[src/rtl/mem_arb_pkg.sv]
// Shared types and defaults for the single-port memory arbiter.
package mem_arb_pkg;

   localparam int ADDR_W_DEF   = 32;
   localparam int DATA_W_DEF   = 32;
   localparam int MAX_WAIT_DEF = 3;
   localparam int TIMEOUT_DEF  = 16;

   typedef enum logic [1:0] {
      IDLE = 2'd0,
      BUSY = 2'd1,
      DONE = 2'd2
   } arb_state_t;

   typedef enum logic {
      OWN_I = 1'b0,
      OWN_D = 1'b1
   } arb_owner_t;

endpackage

[src/rtl/mem_port_arbiter.sv]
// Shares one memory port between instruction fetch and the load/store path,
// with data priority, fetch anti-starvation and a memory timeout.
//
// state | meaning
// IDLE  | no access in flight; arbitrate between i_req and d_req
// BUSY  | mem_req high, waiting for mem_ready or timeout
// DONE  | one-cycle ack (and err) to the owner; requests ignored
module mem_port_arbiter
   import mem_arb_pkg::*;
#(
   parameter int ADDR_W   = ADDR_W_DEF,
   parameter int DATA_W   = DATA_W_DEF,
   parameter int MAX_WAIT = MAX_WAIT_DEF,
   parameter int TIMEOUT  = TIMEOUT_DEF
) (
   input  logic              clk,
   input  logic              rst_n,
   input  logic              i_req,
   input  logic [ADDR_W-1:0] i_addr,
   output logic              i_ack,
   output logic [DATA_W-1:0] i_rdata,
   input  logic              d_req,
   input  logic              d_we,
   input  logic [ADDR_W-1:0] d_addr,
   input  logic [DATA_W-1:0] d_wdata,
   output logic              d_ack,
   output logic [DATA_W-1:0] d_rdata,
   output logic              err,
   output logic              mem_req,
   output logic              mem_we,
   output logic [ADDR_W-1:0] mem_addr,
   output logic [DATA_W-1:0] mem_wdata,
   input  logic [DATA_W-1:0] mem_rdata,
   input  logic              mem_ready
);

   localparam int WAIT_W = $clog2(MAX_WAIT + 1);
   localparam int TMO_W  = (TIMEOUT > 1) ? $clog2(TIMEOUT) : 1;

   arb_state_t        state;
   arb_owner_t        owner;
   logic [WAIT_W-1:0] wait_cnt;
   logic [TMO_W-1:0]  tmo_cnt;
   logic              wait_full;
   logic              grant_i;

   assign wait_full = (wait_cnt == WAIT_W'(MAX_WAIT));
   assign grant_i   = i_req && (!d_req || wait_full);

   always_ff @(posedge clk or negedge rst_n) begin
      if (!rst_n) begin
         state     <= IDLE;
         owner     <= OWN_I;
         wait_cnt  <= '0;
         tmo_cnt   <= '0;
         i_ack     <= 1'b0;
         d_ack     <= 1'b0;
         err       <= 1'b0;
         i_rdata   <= '0;
         d_rdata   <= '0;
         mem_req   <= 1'b0;
         mem_we    <= 1'b0;
         mem_addr  <= '0;
         mem_wdata <= '0;
      end else begin
         case (state)
            IDLE: begin
               if (grant_i) begin
                  owner    <= OWN_I;
                  mem_addr <= i_addr;
                  mem_we   <= 1'b0;
                  mem_req  <= 1'b1;
                  tmo_cnt  <= '0;
                  wait_cnt <= '0;
                  state    <= BUSY;
               end else if (d_req) begin
                  owner     <= OWN_D;
                  mem_addr  <= d_addr;
                  mem_we    <= d_we;
                  mem_wdata <= d_wdata;
                  mem_req   <= 1'b1;
                  tmo_cnt   <= '0;
                  state     <= BUSY;
                  // Only count data grants that actually held off a fetch.
                  if (i_req && !wait_full) begin
                     wait_cnt <= wait_cnt + 1'b1;
                  end
               end
            end
            BUSY: begin
               if (mem_ready) begin
                  if (owner == OWN_I) begin
                     i_rdata <= mem_rdata;
                     i_ack   <= 1'b1;
                  end else begin
                     if (!mem_we) begin
                        d_rdata <= mem_rdata;
                     end
                     d_ack <= 1'b1;
                  end
                  err     <= 1'b0;
                  mem_req <= 1'b0;
                  mem_we  <= 1'b0;
                  state   <= DONE;
               end else if (tmo_cnt == TMO_W'(TIMEOUT - 1)) begin
                  if (owner == OWN_I) begin
                     i_rdata <= '0;
                     i_ack   <= 1'b1;
                  end else begin
                     if (!mem_we) begin
                        d_rdata <= '0;
                     end
                     d_ack <= 1'b1;
                  end
                  err     <= 1'b1;
                  mem_req <= 1'b0;
                  mem_we  <= 1'b0;
                  state   <= DONE;
               end else begin
                  tmo_cnt <= tmo_cnt + 1'b1;
               end
            end
            DONE: begin
               i_ack <= 1'b0;
               d_ack <= 1'b0;
               err   <= 1'b0;
               state <= IDLE;
            end
            default: state <= IDLE;
         endcase
      end
   end

endmodule
[config.mk]
export PLATFORM = sky130hd
export DESIGN_NAME = mem_port_arbiter
export DESIGN_NICKNAME = d
export VERILOG_FILES = /design/src/rtl/mem_arb_pkg.sv /design/src/rtl/mem_port_arbiter.sv
export SDC_FILE = /design/constraint.sdc
export NUM_CORES = 1
export LEC_CHECK = 0
export ABC_AREA = 0
export ABC_CLOCK_PERIOD_IN_PS = 4500
export BUFFER_PORTS_ARGS = -buffer_cell sky130_fd_sc_hd__buf_2
export CAP_MARGIN = 20
export CELL_PAD_IN_SITES_DETAIL_PLACEMENT = 0
export CELL_PAD_IN_SITES_GLOBAL_PLACEMENT = 1
export CORE_ASPECT_RATIO = 0.9
export CORE_MARGIN = 4
export CORE_UTILIZATION = 38
export CTS_CLUSTER_SIZE = 25
export DETAILED_ROUTE_END_ITERATION = 12
export GPL_TIMING_DRIVEN = 0
export PLACE_DENSITY_LB_ADDON = 0.05
export SLEW_MARGIN = 20
export SYNTH_ARGS = -nofsm -noshare
export SYNTH_HDL_FRONTEND = slang
export SYNTH_SLANG_ARGS = --single-unit
[constraint.sdc]
create_clock -name clk -period 4.5 [get_ports clk]
set_clock_uncertainty 0.05 [all_clocks]
set_input_delay 0.675 -clock clk [delete_from_list [all_inputs] [get_ports clk]]
set_output_delay 0.675 -clock clk [all_outputs]
set_load 0.02 [all_outputs]
==> results of run 1 <==
[registers in the layout (all words and copies together) (netlist names)]
register,count
d_rdata,32
i_rdata,32
mem_addr,32
mem_wdata,32
tmo_cnt,4
state,2
wait_cnt,2
d_ack,1
err,1
i_ack,1
mem_req,1
mem_we,1
owner,1
[cells in the mapped netlist (2+ instances only)]
| cell type | count | area share [%] |
|---|---|---|
| sky130_fd_sc_hd__inv_1 | 4 | 0.25 |
| sky130_fd_sc_hd__nor2_1 | 37 | 2.3 |
| sky130_fd_sc_hd__ha_1 | 5 | 1.1 |
| sky130_fd_sc_hd__nor4b_1 | 2 | 0.30 |
| sky130_fd_sc_hd__nor2b_1 | 2 | 0.21 |
| sky130_fd_sc_hd__mux2_1 | 2 | 0.38 |
| sky130_fd_sc_hd__o21ai_0 | 38 | 3.2 |
| sky130_fd_sc_hd__clkbuf_1 | 18 | 1.1 |
| sky130_fd_sc_hd__a31oi_1 | 34 | 3.6 |
| sky130_fd_sc_hd__mux2_2 | 31 | 5.9 |
| sky130_fd_sc_hd__nand4b_1 | 2 | 0.30 |
| sky130_fd_sc_hd__nand2_1 | 6 | 0.38 |
| sky130_fd_sc_hd__nand3_1 | 37 | 3.1 |
| sky130_fd_sc_hd__a2bb2oi_1 | 3 | 0.44 |
| sky130_fd_sc_hd__buf_2 | 24 | 2.0 |
| sky130_fd_sc_hd__dfrtp_1 | 142 | 60 |
| sky130_fd_sc_hd__buf_6 | 5 | 0.95 |
| sky130_fd_sc_hd__a21oi_1 | 3 | 0.25 |
| sky130_fd_sc_hd__a32o_1 | 64 | 11 |
| sky130_fd_sc_hd__buf_1 | 2 | 0.13 |
| sky130_fd_sc_hd__o21a_1 | 2 | 0.25 |
| sky130_fd_sc_hd__nand2b_1 | 4 | 0.42 |
| sky130_fd_sc_hd__o2bb2ai_1 | 2 | 0.30 |
[through the flow]
step           power (mW)  utilization, %  std cells  hold slack, ns  setup WS (ns)
6_report            6.308           52.72        985          0.1530          2.579
5_1_grt             6.711           52.72        985          0.1729          2.460
4_1_cts             6.396           52.70        984          0.1628          2.548
3_5_place_dp        5.049           49.06        952          0.4255          2.516
3_3_place_gp        4.971           48.82        951          0.4137         0.6993
2_1_floorplan       4.007               -        484          0.3294          2.799
[cells by family (layout without fill, tap and decap cells)]
kind of cell / count (synthesis) / in the layout
compound gates: 154 / 154
fa+ha+maj: 5 / 5
buf+inv: 54 / 352
flops: 142 / 142
mux: 33 / 33
other cells: 0 / 1
simple gates: 96 / 96
[cell type report]
type | count | area (um^2)
well taps | 202 | 252.7
flip-flops and latches | 142 | 3553
fillers | 1461 | 7276
diodes | 1 | 2.502
clock buffers | 18 | 429.2
clock inverters | 14 | 130.1
inverters | 4 | 15.01
multi-input cells | 288 | 2106
repair buffers | 266 | 1364
plain buffers | 50 | 259.0
[worst max-delay path by stage]
stage | end | slack [ns] | cells after the start
floorplan | mem_wdata[10] | 2.80 | 4
global placement | mem_addr[29] | 0.70 | 1
detailed placement | mem_wdata[11] | 2.52 | 5
CTS | mem_wdata[20] | 2.55 | 6
global route | mem_wdata[20] | 2.46 | 6
finish | mem_wdata[20] | 2.58 | 6
[worst reg2reg max path: stages (launching register included)]
cell and delay [ns]:
sky130_fd_sc_hd__dfrtp_1 0.38, sky130_fd_sc_hd__inv_1 0.10, sky130_fd_sc_hd__ha_1 0.32, sky130_fd_sc_hd__nand2_1 0.14
sky130_fd_sc_hd__a21oi_4 0.27, sky130_fd_sc_hd__buf_6 0.20, sky130_fd_sc_hd__mux2_2 0.34
[layer usage]
metal	up-vias	GRT usage [%]	routed length, um
met4	0	5.812	159
met2	200	32.11	8522
met1	2557	24.41	7264
met3	16	6.634	1460
met5	-	0	0
li1	2422	-	-
[where the power goes]
group	switching, mW	total, mW	internal [mW]	leakage, nW
sequential	0.324	2.21	1.89	1.71
combinational	1.68	2.77	1.09	1.86
clock	0.557	1.32	0.768	0.272
[layout by cell type, fill, tap and decap left out, types with 5 or more instances in the layout]
cell / synthesis / routed
sky130_fd_sc_hd__mux2_2: 31 / 31
sky130_fd_sc_hd__a31oi_1: 34 / 34
sky130_fd_sc_hd__clkbuf_16: 0 / 17
sky130_fd_sc_hd__a32o_1: 64 / 64
sky130_fd_sc_hd__o21ai_0: 38 / 38
sky130_fd_sc_hd__buf_6: 5 / 5
sky130_fd_sc_hd__dfrtp_1: 142 / 142
sky130_fd_sc_hd__nand3_1: 37 / 37
sky130_fd_sc_hd__buf_2: 24 / 288
sky130_fd_sc_hd__clkbuf_1: 18 / 19
sky130_fd_sc_hd__ha_1: 5 / 5
sky130_fd_sc_hd__inv_6: 0 / 6
sky130_fd_sc_hd__nor2_1: 37 / 37
sky130_fd_sc_hd__nand2_1: 6 / 6
==> parameters.txt, run 1 <==
Parameter                              Value

Cells and area
  Layout Nets ... 908
  Share of final-layout standard cells stronger than drive strength 1 ... 46.16%
  Layout overhead on the synthesized area ... 36.71%
  Final cell area excluding filler cells ... 0.008112 mm^2

Detailed routing
  Avg WL per Cell ... 17.67 um
  Post-route ant nets ... 0
  Avg Vias per Cell ... 5.274
  DRC violation count after routing ... 0
  Final wirelength ... 17.41 mm
  Via total after detailed routing ... 5,195
  Detailed router's first-iteration violation count ... 215
  First-pass DRT Iterations ... 5

STA
  Max Transition Viols Final ... 0
  Final hold vios ... 0
  Final critical-path required period ... 1.921 ns
  Final number of setup-violating endpoints ... 0
  Setup repair after global routing missed its margin ... false
  Max transition margin ... 64.24%
  Peak clock frequency supported by timing ... 520.6 MHz
  Total negative slack ... 0 ns
  Final clock period utilization by the worst path ... 42.69%
  Slew at the pin closest to its max-slew limit ... 0.5363 ns

Clocking
  Post-CTS setup buffer count ... 0
  Post-cts repair resize count ... 0
  Root Buffer ... sky130_fd_sc_hd__clkbuf_16
  Hold-fix buffer count after cts ... 0
  Clock transition at the register clock pins on the worst setup and hold paths after CTS ... 0.06 ns
  Source-to-sink clock delay at the later pin of the worst-skew pair ... 0.42 ns
  Max H-tree Level ... 4
  CTS Buffer Depth ... 2
  Count of clock tree sinks ... 142
  Number of buffers added by the clock tree synthesis step ... 17
  Clock tree from TritonCTS ... built

Critical path
  Worst r2r dst ... mem_wdata[20]
  Data arrival time at the worst-slack endpoint ... 2.17 ns
  Worst-path cell chain ... inv_1 -> ha_1 -> nand2_1 -> a21oi_4 -> buf_6 -> mux2_2
  CP delay by family, top ... flip-flops
  Register-to-register path setup slack ... 2.58 ns
  Startpoint-to-endpoint class of the critical path ... flip-flop to flip-flop
  Kind of start point of the critical path ... flip-flop
  Slowest cell on the critical path ... sky130_fd_sc_hd__dfrtp_1
  Maximum cell stage delay along the critical path ... 0.38 ns
  Sort of element at the end of the critical path ... flip-flop
  Critical register-to-register path startpoint ... state[0]
  Worst path required time ... 4.75 ns
  Critical path buffer and inverter count ... 2
  Reg2reg path depth ... 6
  Start point of the critical path ... state[0]
  Largest fanout on the critical path ... 10

Yosys
  Main combinational cell family by area after synthesis ... compound AO/OA/AOI/OAI gates
  Per-instance average area after synthesis ... 12.26 um^2
  Adder-cell area share of the yosys netlist ... 1.054%
  Synth Cell Area ... 0.005933 mm^2
  Fraction of synthesis flops using an asynchronous set or reset pin ... 100.0%
  Fraction of the mapped netlist area in compound gates ... 20.24%
  Multiplexer area fraction after synthesis ... 6.263%
  Net count after synthesis ... 623
  Xor/xnor cell area share of the yosys netlist ... 0%
  Ys flop type ... sky130_fd_sc_hd__dfrtp_1
  YS warnings ... 0
  Number of distinct library cells after synthesis ... 38
  Number of instances in the synthesized netlist ... 484
  Total of flip-flops plus latches after synthesis ... 142
  Area share of and/or/nand/nor cells after synthesis ... 7.929%
  Portion of the post-synthesis area used by sequential elements ... 59.89%
  Number of enable-type register cells in the synthesized netlist ... 0

Power and ir drop
  Power density normalized to cell area ... 777.7 mW/mm^2
  VDD IR max ... 0.3358 mV
  Leakage dissipation ... 3.842 nW

Flow run
  Number of max-capacitance violations reported ... 0

Floorplan
  Io pins ... 267
  Std-Cell Rows ... 43
  Die span in x ... 139.7 um
  Effective utilization at floorplan ... 38.56%
  Die area ... 0.01768 mm^2
  Die extent in y ... 126.5 um
  Core area ... 0.01539 mm^2

Global routing
  Via count of the first global-routing pass ... 5,342
  Pin count of the biggest net entering global routing ... 76
  GRT overflow ... 0
  GRT Total Usage ... 19.45%
  Wire length of the first global-routing pass ... 27.54 mm
  Initial antenna violation count ... 1

Placed design
  Placer's final routability congestion estimate ... 0.7724
  Post-detailed-placement half-perimeter wirelength ... 12.73 mm
  Port Buffer Count ... 265
  Cell area after placement ... 0.007550 mm^2

Hold path
  Hold/Removal Path Class ... input port to asynchronous set/reset pin

Outcome
  Run status ... finished, final reports clean
No activity file was read; power rests on OpenSTA's default activity.
==> inputs of run 2 (changes only) <==
ABC_CLOCK_PERIOD_IN_PS = 1790   (was 4500)
CORE_UTILIZATION = 36   (was 38)
clock period = 1.79 ns   (was 4.5 ns; I/O delays follow)
==> parameters.txt, run 2 (same netlist as run 1, synthesis figures left out) <==
Parameter                              Value

Outcome
  Run status ... finished, final reports clean

Cells and area
  ANT cells ... 0
  Layout overhead on the synthesized area ... 40.15%
  Layout Nets ... 917
  Share of final-layout standard cells stronger than drive strength 1 ... 48.42%
  Most common cell after layout, fill and taps aside ... sky130_fd_sc_hd__buf_2
  Most frequent cells in the layout ... 279 x sky130_fd_sc_hd__buf_2, 142 x sky130_fd_sc_hd__dfrtp_1, 64 x sky130_fd_sc_hd__a32o_1
  Filler-free cell count of the finished design ... 998

Clocking
  CTS Buffer Depth ... 2
  Number of buffers added by the clock tree synthesis step ... 17
  Count of clock tree sinks ... 142
  Root Buffer ... sky130_fd_sc_hd__clkbuf_16
  Max H-tree Level ... 4
  Source-to-sink clock delay at the later pin of the worst-skew pair ... 0.42 ns
  Clock transition at the register clock pins on the worst setup and hold paths after CTS ... 0.06 ns
  Clock tree from TritonCTS ... built

Floorplan
  Die area ... 0.01860 mm^2
  Io pins ... 267
  Std-Cell Rows ... 44
  Die span in x ... 143.3 um
  Core area ... 0.01613 mm^2
  Effective utilization at floorplan ... 36.78%
  Die extent in y ... 129.8 um

Placed design
  Placer's final routability congestion estimate ... 0.8108
  Port Buffer Count ... 265
  Number of cells after detailed placement ... 957
  Placement Setup Slack ... -0.1895 ns
  Post-detailed-placement half-perimeter wirelength ... 12.71 mm

Critical path
  Register-to-register path setup slack ... 0.07 ns
  Critical register-to-register path startpoint ... state[1]
  Slowest cell on the critical path ... sky130_fd_sc_hd__dfrtp_1
  Kind of start point of the critical path ... flip-flop
  Worst r2r dst ... mem_wdata[25]
  Worst-path cell chain ... inv_2 -> ha_4 -> nand2_1 -> a21oi_4 -> buf_12 -> clkbuf_4 -> mux2_2
  Startpoint-to-endpoint class of the critical path ... flip-flop to flip-flop
  Sort of element at the end of the critical path ... flip-flop
  Worst path required time ... 2.04 ns
  Maximum cell stage delay along the critical path ... 0.39 ns
  Largest fanout on the critical path ... 6
  Reg2reg path depth ... 7
  Data arrival time at the worst-slack endpoint ... 1.97 ns

Global routing
  Via count of the first global-routing pass ... 5,287
  GRT Total Usage ... 18.57%
  Pin count of the biggest net entering global routing ... 79
  GRT overflow ... 0
  Wire length of the first global-routing pass ... 27.30 mm
  Initial antenna violation count ... 0

STA
  Setup repair after global routing missed its margin ... false
  Final number of setup-violating endpoints ... 0
  Min Hold Slack ... 0.02346 ns
  Final critical-path required period ... 1.719 ns
  Setup slack of the critical path after layout ... 0.07071 ns
  Slew at the pin closest to its max-slew limit ... 0.5090 ns
  Max Transition Viols Final ... 0
  Max transition margin ... 66.06%
  Final hold vios ... 0
  Peak clock frequency supported by timing ... 581.6 MHz
  Final clock period utilization by the worst path ... 96.05%

Detailed routing
  Post-route ant nets ... 0
  First-pass DRT Iterations ... 5
  DRC violation count after routing ... 0
  Detailed router's first-iteration violation count ... 227
  Avg WL per Cell ... 17.56 um
  Via total after detailed routing ... 5,286
  Final wirelength ... 17.53 mm
  Avg Vias per Cell ... 5.297

Hold path
  Hold path depth ... 2
  Hold Path Origin ... d_wdata[19]
  Worst Hold Endpoint ... mem_wdata[19]
  Hold/Removal Path Class ... input port to flip-flop

Power and ir drop
  Leakage dissipation ... 3.938 nW
  VDD IR max ... 0.9541 mV
  Power density normalized to cell area ... 1974 mW/mm^2

Flow run
  Number of max-capacitance violations reported ... 0
-- run 2: changes by cell type in the layout (fill, tap and decap cells not counted), sizes merged --
cell / delta
buf: +3
bufinv: +2
clkbuf: +5
clkinv: -1
clkinvlp: +3
diode: -1
dlygate4sd3: +2
inv: -5
-- run 2: stage by stage --
step	setup TNS (ns)	util (%)	power (mW)	cell area, um^2
3_3_place_gp	-236.46	46.61	12.54	7518
3_5_place_dp	-5.587	46.84	12.67	7556
2_1_floorplan	0	-	10.07	5933
6_report	0	51.55	16.42	8315
4_1_cts	-0.02433	51.25	16.53	8267
5_1_grt	0	51.55	17.47	8315
-- run 2: what timing repair did --
item,4_1_cts,5_1_grt
cloned,1,0
setup buffers,4,2
endpoints found under the hold margin,65,0
pin swaps,0,1
hold buffers,2,0
setup endpoints to repair,57,126
resized for setup,9,22
-- run 2: final cells by class --
class | instances | area [um^2]
Fill cell | 1498 | 7815
Sequential cell | 142 | 3553
Multi-Input combinational cell | 288 | 2132
Timing Repair Buffer | 275 | 1449
Clock buffer | 19 | 452.9
Buffer | 50 | 290.3
Tap cell | 207 | 259.0
Clock inverter | 13 | 163.9
Inverter | 4 | 15.01
-- run 2: worst max path at each step --
| stage | slack, ns | startpoint | endpoint | depth (start not counted) |
|---|---|---|---|---|
| finish | 0.07 | state[1] | mem_wdata[25] | 7 |
| global route | 0.002 | state[1] | i_rdata[24] | 7 |
| CTS | -0.007 | state[1] | i_rdata[25] | 7 |
| detailed placement | -0.19 | state[1] | mem_wdata[12] | 6 |
| global placement | -1.64 | rst_n | mem_addr[31] | 1 |
| floorplan | 0.13 | state[0] | mem_wdata[10] | 6 |
-- run 2: report_power, final --
part	internal, mW	switching [mW]
Combinational	2.93	4.27
Clock	2.27	1.39
Sequential	4.74	0.821
Total	9.94	6.48
-- run 2: worst max-delay path: cells and delay by family (launching register included) --
family          cells  cell delay [ns]
compound gates      1             0.16
mux                 1             0.33
flops               1             0.39
fa+ha+maj           1             0.18
buf+inv             3             0.40
simple gates        1             0.09
-- run 2: metal layers --
layer | track usage [%] | routed length [um]
met2 | 28.37 | 8024
met5 | 0 | 0
met3 | 6.486 | 1713
met4 | 6.589 | 213
met1 | 24.76 | 7574
==> inputs of run 3 (changes only) <==
MAX_ROUTING_LAYER = met4   (was unset)
==> parameters.txt, run 3 (same netlist as run 1, synthesis figures left out) <==
Parameter                              Value

Detailed routing
  Final wirelength ... 17.50 mm
  Avg WL per Cell ... 17.53 um
  Wl on met1 ... 7.881 mm
  Met3 Wirelength ... 1.465 mm
  Avg Vias per Cell ... 5.311
  Amount of wire on met2 after detailed routing ... 7.984 mm
  Post-route ant nets ... 0
  First-pass DRT Iterations ... 5
  Detailed router's first-iteration violation count ... 226
  Top Metal Used ... met4
  Via total after detailed routing ... 5,300
  DRC violation count after routing ... 0

Critical path
  Startpoint-to-endpoint class of the critical path ... flip-flop to flip-flop
  Largest fanout on the critical path ... 6
  Maximum cell stage delay along the critical path ... 0.39 ns
  Kind of start point of the critical path ... flip-flop
  Worst path required time ... 2.05 ns
  CP delay by family, top ... buffers and inverters
  Critical path buffer and inverter count ... 3
  Data arrival time at the worst-slack endpoint ... 1.97 ns
  Sort of element at the end of the critical path ... flip-flop
  Worst-path cell chain ... inv_2 -> ha_4 -> nand2_1 -> a21oi_4 -> buf_12 -> clkbuf_4 -> mux2_2
  Slowest cell on the critical path ... sky130_fd_sc_hd__dfrtp_1

Flow run
  Number of max-capacitance violations reported ... 0

Clocking
  Source-to-sink clock delay at the later pin of the worst-skew pair ... 0.42 ns
  CTS Buffer Depth ... 2
  Root Buffer ... sky130_fd_sc_hd__clkbuf_16
  Clock tree from TritonCTS ... built
  Count of clock tree sinks ... 142
  Clock transition at the register clock pins on the worst setup and hold paths after CTS ... 0.06 ns
  Max H-tree Level ... 4
  Number of buffers added by the clock tree synthesis step ... 17

Global routing
  Initial antenna violation count ... 0
  Wire length of the first global-routing pass ... 27.26 mm
  Via count of the first global-routing pass ... 5,304
  GRT Total Usage ... 19.13%
  GRT overflow ... 0
  Pin count of the biggest net entering global routing ... 79

Cells and area
  Most frequent cells in the layout ... 279 x sky130_fd_sc_hd__buf_2, 142 x sky130_fd_sc_hd__dfrtp_1, 64 x sky130_fd_sc_hd__a32o_1
  Layout overhead on the synthesized area ... 40.15%
  ANT cells ... 0
  Filler-free cell count of the finished design ... 998
  Sequential cell area in the final layout ... 0.003553 mm^2
  Area of combinational cells with multiple inputs ... 0.002132 mm^2
  Layout Nets ... 917
  Most common cell after layout, fill and taps aside ... sky130_fd_sc_hd__buf_2
  Fillcell total ... 1,498
  Share of final-layout standard cells stronger than drive strength 1 ... 48.42%

Hold path
  Hold/Removal Path Class ... input port to flip-flop

Floorplan
  Core area ... 0.01613 mm^2
  Std-Cell Rows ... 44
  Effective utilization at floorplan ... 36.78%
  Die span in x ... 143.3 um
  Die extent in y ... 129.8 um
  Die area ... 0.01860 mm^2
  Io pins ... 267

STA
  Max Transition Viols Final ... 0
  Final number of setup-violating endpoints ... 0
  Slew at the pin closest to its max-slew limit ... 0.5029 ns
  Setup slack of the critical path after layout ... 0.07990 ns
  Max transition margin ... 66.47%
  Final critical-path required period ... 1.710 ns
  Final clock period utilization by the worst path ... 95.54%
  Peak clock frequency supported by timing ... 584.8 MHz
  Final hold vios ... 0
  Setup repair after global routing missed its margin ... false

Placed design
  Number of cells after detailed placement ... 957
  Placer's final routability congestion estimate ... 0.8227
  Placement Setup Slack ... -0.1895 ns
  Post-detailed-placement half-perimeter wirelength ... 12.71 mm
  Port Buffer Count ... 265

Power and ir drop
  Overall Power ... 16.41 mW
  Leakage dissipation ... 3.938 nW
  Power density normalized to cell area ... 1973 mW/mm^2
  VDD IR max ... 0.9548 mV

Outcome
  Run status ... finished, final reports clean
run 3: cell counts in the layout (fill, tap and decap cells not counted):
Identical to the previous run, type by type.
run 3: repair_timing:
| item | CTS | global route |
|---|---|---|
| hold buffers | 2 | 0 |
| cloned | 1 | 0 |
| pin swaps | 0 | 1 |
| buffers inserted | 4 | 2 |
| hold endpoints to repair | 65 | 0 |
| endpoints found under the setup margin | 57 | 126 |
| gates resized for setup | 9 | 22 |
run 3: final timing paths:
check                           slack, ns  depth (start not counted)   startpoint             to
worst max-delay path                 0.08                          7     state[1]  mem_wdata[25]
worst min-delay path                 0.02                          2  d_wdata[19]  mem_wdata[19]
worst max register to register       0.08                          7     state[1]  mem_wdata[25]
worst min register to register       0.44                          1  d_rdata[22]    d_rdata[22]
max in group asynchronous            0.60                          3        rst_n   mem_addr[16]
min in group asynchronous            0.32                          2        rst_n    d_rdata[10]
run 3: where the power goes:
group          leakage [nW]  switching, mW  internal [mW]
registers              1.71          0.819           4.74
clock network         0.288           1.38           2.27
logic                  1.94           4.27           2.93
total                  3.94           6.47           9.94
run 3: per-stage QoR:
step	TNS, ns	hold slack, ns	util [%]	instance area [um^2]
finish	0	0.02412	51.55	8315
global placement	-236.46	0.4176	46.61	7518
floorplan	0	-0.07709	-	5933
global route	0	0.004476	51.55	8315
CTS	-0.02433	0.0002091	51.25	8267
detailed placement	-5.587	0.1955	46.84	7556
run 3: area by class of cell:
type / instances / area share, %
Sequential cell: 142 / 42.73
Multi-Input combinational cell: 288 / 25.64
Timing Repair Buffer: 275 / 17.42
Clock buffer: 19 / 5.447
Buffer: 50 / 3.491
Tap cell: 207 / 3.115
Clock inverter: 13 / 1.971
Inverter: 4 / 0.1806
run 3: metal layers:
layer	track usage (%)	vias to the layer above
met5	-	-
met2	28.45	205
met1	25.56	2642
met3	5.643	12
met4	5.759	0
li1	-	2441
